**src/rtl/fifo_rd_ctrl.sv**
```systemverilog
// -----------------------------------------------------------------------------
// fifo_rd_ctrl
//
// Read-side controller for the synchronous FIFO. It issues reads into the
// FIFO's read port, which has one cycle of latency, and catches the returned
// words in a 2-entry skid buffer. The buffer head is presented downstream as a
// valid/ready stream, so the consumer never sees the FIFO's read latency and
// one word per cycle can be sustained. The block also counts delivered words
// and FIFO underflow events.
//
// Ports
//   clk               single clock, posedge
//   rst_n             asynchronous active-low reset
//   enable            1: fetch from FIFO; 0: stop issuing reads and drain
//   fifo_data_out     FIFO read data, valid the cycle after fifo_rd_en
//   fifo_empty        FIFO empty flag for the current cycle
//   fifo_almostempty  FIFO holds exactly one word (status only, not used for gating)
//   fifo_underflow    FIFO flagged the previous cycle's read as an underflow
//   fifo_rd_en        read strobe to the FIFO (combinational)
//   out_data          downstream data, taken from the skid buffer head
//   out_valid         out_data holds a word
//   out_ready         downstream accepts the word
//   busy              controller is not idle
//   rd_count          words delivered downstream, wraps
//   underflow_cnt     underflow events, saturates at all-ones
// -----------------------------------------------------------------------------
module fifo_rd_ctrl #(
    parameter int FIFO_WIDTH = 16,
    parameter int CNT_WIDTH  = 16
) (
    input  logic                  clk,
    input  logic                  rst_n,
    input  logic                  enable,
    input  logic [FIFO_WIDTH-1:0] fifo_data_out,
    input  logic                  fifo_empty,
    input  logic                  fifo_almostempty,
    input  logic                  fifo_underflow,
    output logic                  fifo_rd_en,
    output logic [FIFO_WIDTH-1:0] out_data,
    output logic                  out_valid,
    input  logic                  out_ready,
    output logic                  busy,
    output logic [CNT_WIDTH-1:0]  rd_count,
    output logic [CNT_WIDTH-1:0]  underflow_cnt
);

    typedef enum logic [1:0] {
        ST_IDLE  = 2'd0,
        ST_RUN   = 2'd1,
        ST_DRAIN = 2'd2
    } state_t;

    state_t                 state_q, state_d;
    logic                   busy_q;
    logic                   inflight_q;
    logic [1:0]             occ_q, occ_d;
    logic                   valid_q;
    logic [FIFO_WIDTH-1:0]  head_q, head_d;
    logic [FIFO_WIDTH-1:0]  tail_q, tail_d;
    logic [CNT_WIDTH-1:0]   rd_count_q, rd_count_d;
    logic [CNT_WIDTH-1:0]   uf_cnt_q, uf_cnt_d;

    logic                   pop_s;
    logic                   push_s;
    logic                   uf_event_s;
    logic [2:0]             level_s;
    logic                   almostempty_unused_s;

    // The almost-empty flag is carried for the external monitor only.
    assign almostempty_unused_s = fifo_almostempty;

    // Handshake and return-path decode. A returned word is kept only when a
    // read is actually in flight; an underflow with nothing in flight is noise.
    assign pop_s      = valid_q & out_ready;
    assign push_s     = inflight_q & ~fifo_underflow;
    assign uf_event_s = inflight_q & fifo_underflow;

    // Words that will still occupy the buffer after this cycle's pop; a new
    // read may only be issued if its returning word is guaranteed a slot.
    assign level_s = {1'b0, occ_q} + {2'b00, inflight_q} - {2'b00, pop_s};

    // FSM state register; busy is registered alongside the state.
    always_ff @(posedge clk or negedge rst_n) begin
        if (!rst_n) begin
            state_q <= ST_IDLE;
            busy_q  <= 1'b0;
        end else begin
            state_q <= state_d;
            busy_q  <= (state_d != ST_IDLE);
        end
    end

    // FSM next-state logic.
    always_comb begin
        state_d = state_q;
        case (state_q)
            ST_IDLE: begin
                if (enable) begin
                    state_d = ST_RUN;
                end else begin
                    state_d = ST_IDLE;
                end
            end
            ST_RUN: begin
                if (!enable) begin
                    state_d = ST_DRAIN;
                end else begin
                    state_d = ST_RUN;
                end
            end
            ST_DRAIN: begin
                if (enable) begin
                    state_d = ST_RUN;
                end else if (!inflight_q && (occ_q == 2'd0)) begin
                    state_d = ST_IDLE;
                end else begin
                    state_d = ST_DRAIN;
                end
            end
            default: begin
                state_d = ST_IDLE;
            end
        endcase
    end

    // FSM output logic: read strobe, never speculative against an empty FIFO.
    always_comb begin
        fifo_rd_en = 1'b0;
        if ((state_q == ST_RUN) && !fifo_empty && (level_s < 3'd2)) begin
            fifo_rd_en = 1'b1;
        end else begin
            fifo_rd_en = 1'b0;
        end
    end

    // Skid buffer next-state: head is always the oldest word, tail the second.
    always_comb begin
        head_d = head_q;
        tail_d = tail_q;
        occ_d  = occ_q;
        case ({push_s, pop_s})
            2'b10: begin
                if (occ_q == 2'd0) begin
                    head_d = fifo_data_out;
                    occ_d  = 2'd1;
                end else if (occ_q == 2'd1) begin
                    tail_d = fifo_data_out;
                    occ_d  = 2'd2;
                end else begin
                    occ_d  = occ_q;
                end
            end
            2'b01: begin
                head_d = tail_q;
                occ_d  = occ_q - 2'd1;
            end
            2'b11: begin
                // Occupancy is unchanged; the new word lands behind whatever
                // remains after the pop.
                if (occ_q == 2'd1) begin
                    head_d = fifo_data_out;
                end else begin
                    head_d = tail_q;
                    tail_d = fifo_data_out;
                end
            end
            default: begin
                occ_d = occ_q;
            end
        endcase
    end

    // Counter next-state: delivered words wrap, underflows saturate.
    always_comb begin
        rd_count_d = rd_count_q;
        uf_cnt_d   = uf_cnt_q;
        if (pop_s) begin
            rd_count_d = rd_count_q + CNT_WIDTH'(1);
        end else begin
            rd_count_d = rd_count_q;
        end
        if (uf_event_s && (uf_cnt_q != {CNT_WIDTH{1'b1}})) begin
            uf_cnt_d = uf_cnt_q + CNT_WIDTH'(1);
        end else begin
            uf_cnt_d = uf_cnt_q;
        end
    end

    // Datapath and bookkeeping registers; out_valid tracks occupancy directly.
    always_ff @(posedge clk or negedge rst_n) begin
        if (!rst_n) begin
            inflight_q <= 1'b0;
            occ_q      <= 2'd0;
            valid_q    <= 1'b0;
            head_q     <= {FIFO_WIDTH{1'b0}};
            tail_q     <= {FIFO_WIDTH{1'b0}};
            rd_count_q <= {CNT_WIDTH{1'b0}};
            uf_cnt_q   <= {CNT_WIDTH{1'b0}};
        end else begin
            inflight_q <= fifo_rd_en;
            occ_q      <= occ_d;
            valid_q    <= (occ_d != 2'd0);
            head_q     <= head_d;
            tail_q     <= tail_d;
            rd_count_q <= rd_count_d;
            uf_cnt_q   <= uf_cnt_d;
        end
    end

    assign out_data      = head_q;
    assign out_valid     = valid_q;
    assign busy          = busy_q;
    assign rd_count      = rd_count_q;
    assign underflow_cnt = uf_cnt_q;

endmodule

```
**config.mk**
```make
export PLATFORM = sky130hd
export DESIGN_NAME = fifo_rd_ctrl
export DESIGN_NICKNAME = d
export VERILOG_FILES = /design/src/rtl/fifo_rd_ctrl.sv
export SDC_FILE = /design/constraint.sdc
export NUM_CORES = 1
export LEC_CHECK = 0
export ABC_AREA = 1
export CORE_ASPECT_RATIO = 1.25
export CORE_MARGIN = 4
export CORE_UTILIZATION = 36
export CTS_BUF_LIST = sky130_fd_sc_hd__clkbuf_2
export DETAILED_ROUTE_END_ITERATION = 10
export GPL_ROUTABILITY_DRIVEN = 0
export PLACE_DENSITY = 0.62
export SYNTH_ARGS = -nofsm -noshare
export SYNTH_HDL_FRONTEND = slang
export SYNTH_SLANG_ARGS = --single-unit
export TNS_END_PERCENT = 1
```
**constraint.sdc**
```tcl
create_clock -name clk -period 3.3 [get_ports clk]
set_input_delay 0.495 -clock clk [delete_from_list [all_inputs] [get_ports clk]]
set_output_delay 0.495 -clock clk [all_outputs]
set_load 0.02 [all_outputs]
```
==> impl_metrics.csv, run 1 <==
group,metric,value,unit
status,status,"finished, final reports clean",
grt,grt_use_met2,28.8,%
logic_synthesis,yosysTopAreaCellShare,43.6,%
grt,antenna_found_initial,0,
sta,setup_viol,0,
clock_network,clkLatencyLatePin,0.50,ns
floorplan,rows,43,
logic_synthesis,synth.area.top_cells,"dfrtp_1 (44%), nand2_1 (16%), inv_1 (6.7%), o21ai_0 (4.5%), nor2_1 (3.7%)",
grt,grtUsageMet1,20.2,%
clock_network,cts.htree.levels,3,
placed_design,hpwl,7190,um
floorplan,core-area,11100,um2
logic_synthesis,yosysMostFrequentCell,"nand2_1",
routing,first_iter_violations,188,
logic_synthesis,netlist_instances,548,
setup_path,end_kind,"primary output",
setup_path,arrival,2.64,ns
grt,grt_overflow,0,
final_layout,syn2layout_area_growth,23.3,%
job,cap_violations,0,
power,ir_drop,0.362,mV
floorplan,die_x,103,um
setup_path,r2r_cells,9,
sta,rsz0062_at_grt,"no",
grt,grt_max_degree,40,
sta,fin_setup_tns,0,ns
floorplan,die_area,13100,um2
placed_design,dp_slack,-0.347,ns
logic_synthesis,syn_area,4080,um2
routing,drc,0,
grt,grt.met3_usage,2.08,%
clock_network,cts_tree,"done",
clock_network,clkTransAtPathRegs,0.19,ns
sta,finalMaxSlewViolations,0,
logic_synthesis,synth-seq-cells,71,
final_layout,nets,653,
logic_synthesis,yosysTopAreaCell,"dfrtp_1",
grt,track_usage,16.4,%
sta,max_slew_margin,45.8,%
logic_synthesis,synth_edf_count,0,
final_layout,drive_gt1_share,5.92,%
routing,firstDrtPassIters,5,
floorplan,initial_core_util,36.8,%
sta,period_needed,3.14,ns
setup_path,worst_ep_required_time,2.80,ns
sta,hold_viol,0,
logic_synthesis,yosysWarnings,0,
clock_network,clockRootBuffer,"clkbuf_2",
setup_path,slowest_delay,0.49,ns
logic_synthesis,synth_common_cells,"nand2_1 (176), inv_1 (73), dfrtp_1 (71)",
clock_network,cts.sinks,71,
placed_design,portBuffers,72,
clock_network,cts-resized-gates,5,
setup_path,crit_top_cell,"nand2_1",
logic_synthesis,avgSynthCellArea,7.44,um2
clock_network,clockBufferDepth,2,
power,design_power_total,3.40,mW
setup_path,crit_path_start_kind,"input port",
setup_path,crit_fanout,2,
routing,wirelength,10200,um
clock_network,cts_setup_buffers,0,
final_layout,diodes,0,
power,power_density,676,nW/um2
routing,postRouteAntennaNets,0,
sta,fmax,319,MHz
logic_synthesis,ys_seq_area_share,43.6,%
clock_network,cts_hold_buf,0,
routing,wl_per_cell,13.4,um
sta,period_share,95.1,%
setup_path,worstSetupPathType,"in2out",
setup_path,crit_path_cell_trace,"clkdlybuf4s50_1, nand2_1, inv_1, ha_1, or2_2, fa_1, nand2_1, nor4_4, buf_4",
floorplan,die_y,127,um
setup_path,cp_slowest_cell,"clkdlybuf4s50_1",
logic_synthesis,synthArstFlopShare,100,%
routing,vias,3758,
sta,tightest_slew,0.813,ns
grt,top_usage_layer,"met2",
sta,setup_slack,0.161,ns
grt,grt_pass1_wl,17300,um
sta,skew,0.00915,ns
floorplan,num_io_pins,74,
routing,vias_per_cell,4.94,
clock_network,numCtsBuffers,9,
worst_hold_path,hold_class,"in2async",
logic_synthesis,synthFlopType,"dfrtp_1",
grt,grt_pass1_vias,3758,
logic_synthesis,syn_nets,581,
power,power.leakage,2.35,nW
logic_synthesis,synthDistinctLibCells,32,
## layout by cell type (no fill, tap or decap), drive strengths merged
cell type / netlist / final
buf: 15 / 12
clkdlybuf4s50: 0 / 70
fa: 1 / 1
o22ai: 1 / 1
clkinv: 0 / 7
xnor2: 9 / 9
nor2: 44 / 44
xor2: 7 / 7
and2: 1 / 1
o21bai: 1 / 1
a31oi: 13 / 13
ha: 9 / 9
nand4: 8 / 8
o21a: 6 / 6
a21boi: 1 / 1
clkbuf: 6 / 9
nand3: 15 / 15
nor3: 5 / 5
nand2: 178 / 178
nand3b: 3 / 3
o211ai: 16 / 16
nor4: 1 / 1
o21ai: 44 / 44
dfrtp: 71 / 71
or2: 2 / 2
inv: 73 / 73
a21oi: 18 / 18
## where the power goes
group	leakage [nW]	switching, mW	total (mW)	internal [mW]
sequential	0.870	0.219	1.36	1.14
clock	0.0554	0.313	0.399	0.0859
combinational	1.42	0.960	1.64	0.684
## registers in the layout, summed over array words and instances (netlist names)
name,flops
state_q,2
tail_q,16
occ_q,2
out_valid,1
inflight_q,1
busy,1
rd_count,16
underflow_cnt,16
out_data,16
## logic make-up (layout without fill, tap and decap cells)
kind of cell,after synthesis,in the layout,share of synthesized area [%]
buffers and inverters,94,171,9.45
AO/OA/AOI/OAI,100,100,14.4
AND/OR/NAND/NOR,257,257,26.0
adder cells (fa/ha/maj),10,10,3.25
flip-flops,71,71,43.6
XOR/XNOR,16,16,3.44
## path summary, 6_finish.rpt
kind	end	slack (ns)	from
max in group asynchronous	out_data[2]	2.57	rst_n
setup / recovery	fifo_rd_en	0.16	out_ready
hold reg to reg	rd_count[15]	0.52	rd_count[15]
min in group clk	rd_count[15]	0.52	rd_count[15]
setup reg to reg	out_data[14]	1.03	out_valid
hold / removal	underflow_cnt[2]	0.06	rst_n
## critical path: cells and delay by family
| family | cells | cell delay [ns] |
|---|---|---|
| buffers and inverters | 3 | 0.75 |
| adders and majority gates | 2 | 0.71 |
| and+or+nand+nor | 4 | 0.68 |
## routing by layer
metal  part of all wire [%]  vias up
met4                    1.1        0
met5                      0        -
met3                    4.6       10
li1                       -     1883
met1                     43     1768
met2                     51       97
## final cells by class
class	instances	area, um2
Clock buffer	9	45.0
Clock inverter	7	30.0
Fill cell	1131	6050
Inverter	73	274
Multi-Input combinational cell	383	1940
Sequential cell	71	1780
Tap cell	135	169
Timing Repair Buffer	82	801
## stage by stage
stage / cells / hold slack (ns) / util (%) / area (um2)
final: 760 / 0.0567 / 45.4 / 5030
after global routing: 760 / 0.0723 / 45.4 / 5030
after CTS: 760 / 0.0335 / 45.3 / 5020
after detailed placement: 744 / 0.475 / 44.7 / 4950
after global placement: 744 / 0.467 / 44.7 / 4950
after floorplan: 548 / 0.199 / - / 4090
Note: power is estimated with default switching activity, not from simulation.
==> run 2, diff against run 1 <==
PLACE_DENSITY = 0.65   (was 0.62)
clock period = 2.85 ns   (was 3.3 ns; I/O delays follow)
==> impl_metrics.csv, run 2 (synthesized netlist as in run 1, its figures left out) <==
group,metric,value,unit
setup_path,worstSetupPathType,"reg2out",
clock_network,cts.sinks,71,
status,status,"finished, violations left",
grt,antenna_found_initial,0,
power,power.leakage,2.41,nW
clock_network,cts_tree,"done",
placed_design,portBuffers,72,
setup_path,worst_ep_required_time,2.42,ns
final_layout,diodes,0,
sta,fmax,340,MHz
floorplan,num_io_pins,74,
worst_hold_path,hold_depth,2,
sta,tightest_slew,0.789,ns
setup_path,cp_slowest_cell,"fa_2",
clock_network,numCtsBuffers,9,
sta,period_share,103,%
clock_network,clockBufferDepth,2,
sta,holdWs,0.454,ns
floorplan,die_x,103,um
routing,first_iter_violations,159,
floorplan,rows,43,
final_layout,final_cells,767,
power,ir_drop,0.396,mV
sta,max_slew_margin,47.4,%
grt,grt_overflow,0,
placed_design,dp.cells,747,
status,violations,"setup timing",
grt,track_usage,16.5,%
setup_path,end_kind,"primary output",
clock_network,clkTransAtPathRegs,0.20,ns
setup_path,crit_fanout,2,
placed_design,hpwl,7230,um
sta,hold_viol,0,
final_layout,syn2layout_area_growth,27.7,%
worst_hold_path,hold_class,"in2reg",
floorplan,initial_core_util,36.8,%
setup_path,r2r_cells,10,
sta,rsz0062_at_grt,"yes",
setup_path,crit_path_start_kind,"register",
setup_path,arrival,2.51,ns
routing,wirelength,10200,um
power,power_density,830,nW/um2
job,cap_violations,0,
setup_path,crit_path_cell_trace,"nand2_2, inv_2, ha_4, or2_4, fa_2, nand2_2, nor4_4, buf_4",
routing,vias,3847,
routing,vias_per_cell,5.02,
clock_network,clockRootBuffer,"clkbuf_2",
setup_path,crit_top_cell,"nand2_2",
clock_network,clkLatencyLatePin,0.52,ns
sta,fin_setup_tns,-0.0894,ns
floorplan,die_y,127,um
setup_path,slowest_delay,0.53,ns
sta,skew,0.0161,ns
sta,finalMaxSlewViolations,0,
final_layout,nets,660,
routing,firstDrtPassIters,4,
clock_network,cts.htree.levels,3,
grt,grt_pass1_wl,17400,um
routing,postRouteAntennaNets,0,
final_layout,final_common_cell,"nand2_1",
grt,grt_max_degree,40,
final_layout,layout_common_cells,"nand2_1 (174), inv_1 (71), dfrtp_1 (71)",
final_layout,fill_cells,1070,
sta,setup_slack,-0.0894,ns
routing,wl_per_cell,13.3,um
sta,period_needed,2.94,ns
final_layout,drive_gt1_share,8.39,%
routing,drc,0,
sta,setup_viol,1,
floorplan,core-area,11100,um2
grt,grt_pass1_vias,3825,
floorplan,die_area,13100,um2
run 2: cell count changes in the layout (fill, tap and decap cells not counted), sizes merged:
cell         delta
clkinvlp        +1
bufinv          +3
dlygate4sd3     +1
buf             +6
clkinv          -4
run 2: metal layers:
layer,vias to the layer above,GRT usage (%),routed length (um)
met2,107,28.2,5170
met4,0,7.77,197
li1,1909,-,-
met3,13,2.46,500
met5,-,0,0
met1,1818,20.1,4320
run 2: critical path: cells and delay by family, from the launching register on:
kind | cells | cell delay (ns)
simple gates | 4 | 0.60
flops | 1 | 0.43
fa+ha+maj | 2 | 0.73
buf+inv | 2 | 0.24
run 2: cell type report:
type                       count  area, um2  share of cell area, %
timing repair buffer          89        868                   16.7
sequential                    71       1780                   34.1
inverter                      73        274                   5.26
clock buffer                   9       45.0                  0.865
clock inverter                 7        111                   2.14
tap                          135        169                   3.24
multi-input combinational    383       1970                   37.7
run 2: worst paths after layout:
check	startpoint	slack, ns	end
max in group asynchronous	rst_n	1.66	tail_q[14]
worst min-delay path	enable	0.45	state_q[1]
worst max-delay path	out_valid	-0.09	fifo_rd_en
min in group asynchronous	rst_n	0.51	rd_count[8]
worst min register to register	state_q[1]	0.53	inflight_q
worst max register to register	out_valid	0.82	out_data[0]
run 2: power breakdown:
part	switching (mW)	total, mW	internal (mW)
logic	1.13	2.00	0.870
registers	0.259	1.58	1.32
clock network	0.375	0.747	0.372
total	1.76	4.32	2.56
run 2: metrics by stage:
step	total power [mW]	area [um2]	utilization (%)	setup slack [ns]
global placement	3.46	4990	45.1	-0.607
floorplan	2.78	4100	-	0.103
detailed placement	3.55	4990	45.1	-0.618
CTS	4.34	5170	46.7	-0.213
finish	4.32	5210	47.0	-0.0894
global route	4.69	5210	47.0	-0.227
run 2: repair_timing:
| action | CTS | global route |
|---|---|---|
| setup endpoints to repair | 1 | 1 |
| endpoints found under the hold margin | 32 | 0 |
| pin swaps | 4 | 4 |
| setup buffers | 0 | 3 |
| resized for setup | 9 | 4 |
| hold buffers | 1 | 0 |
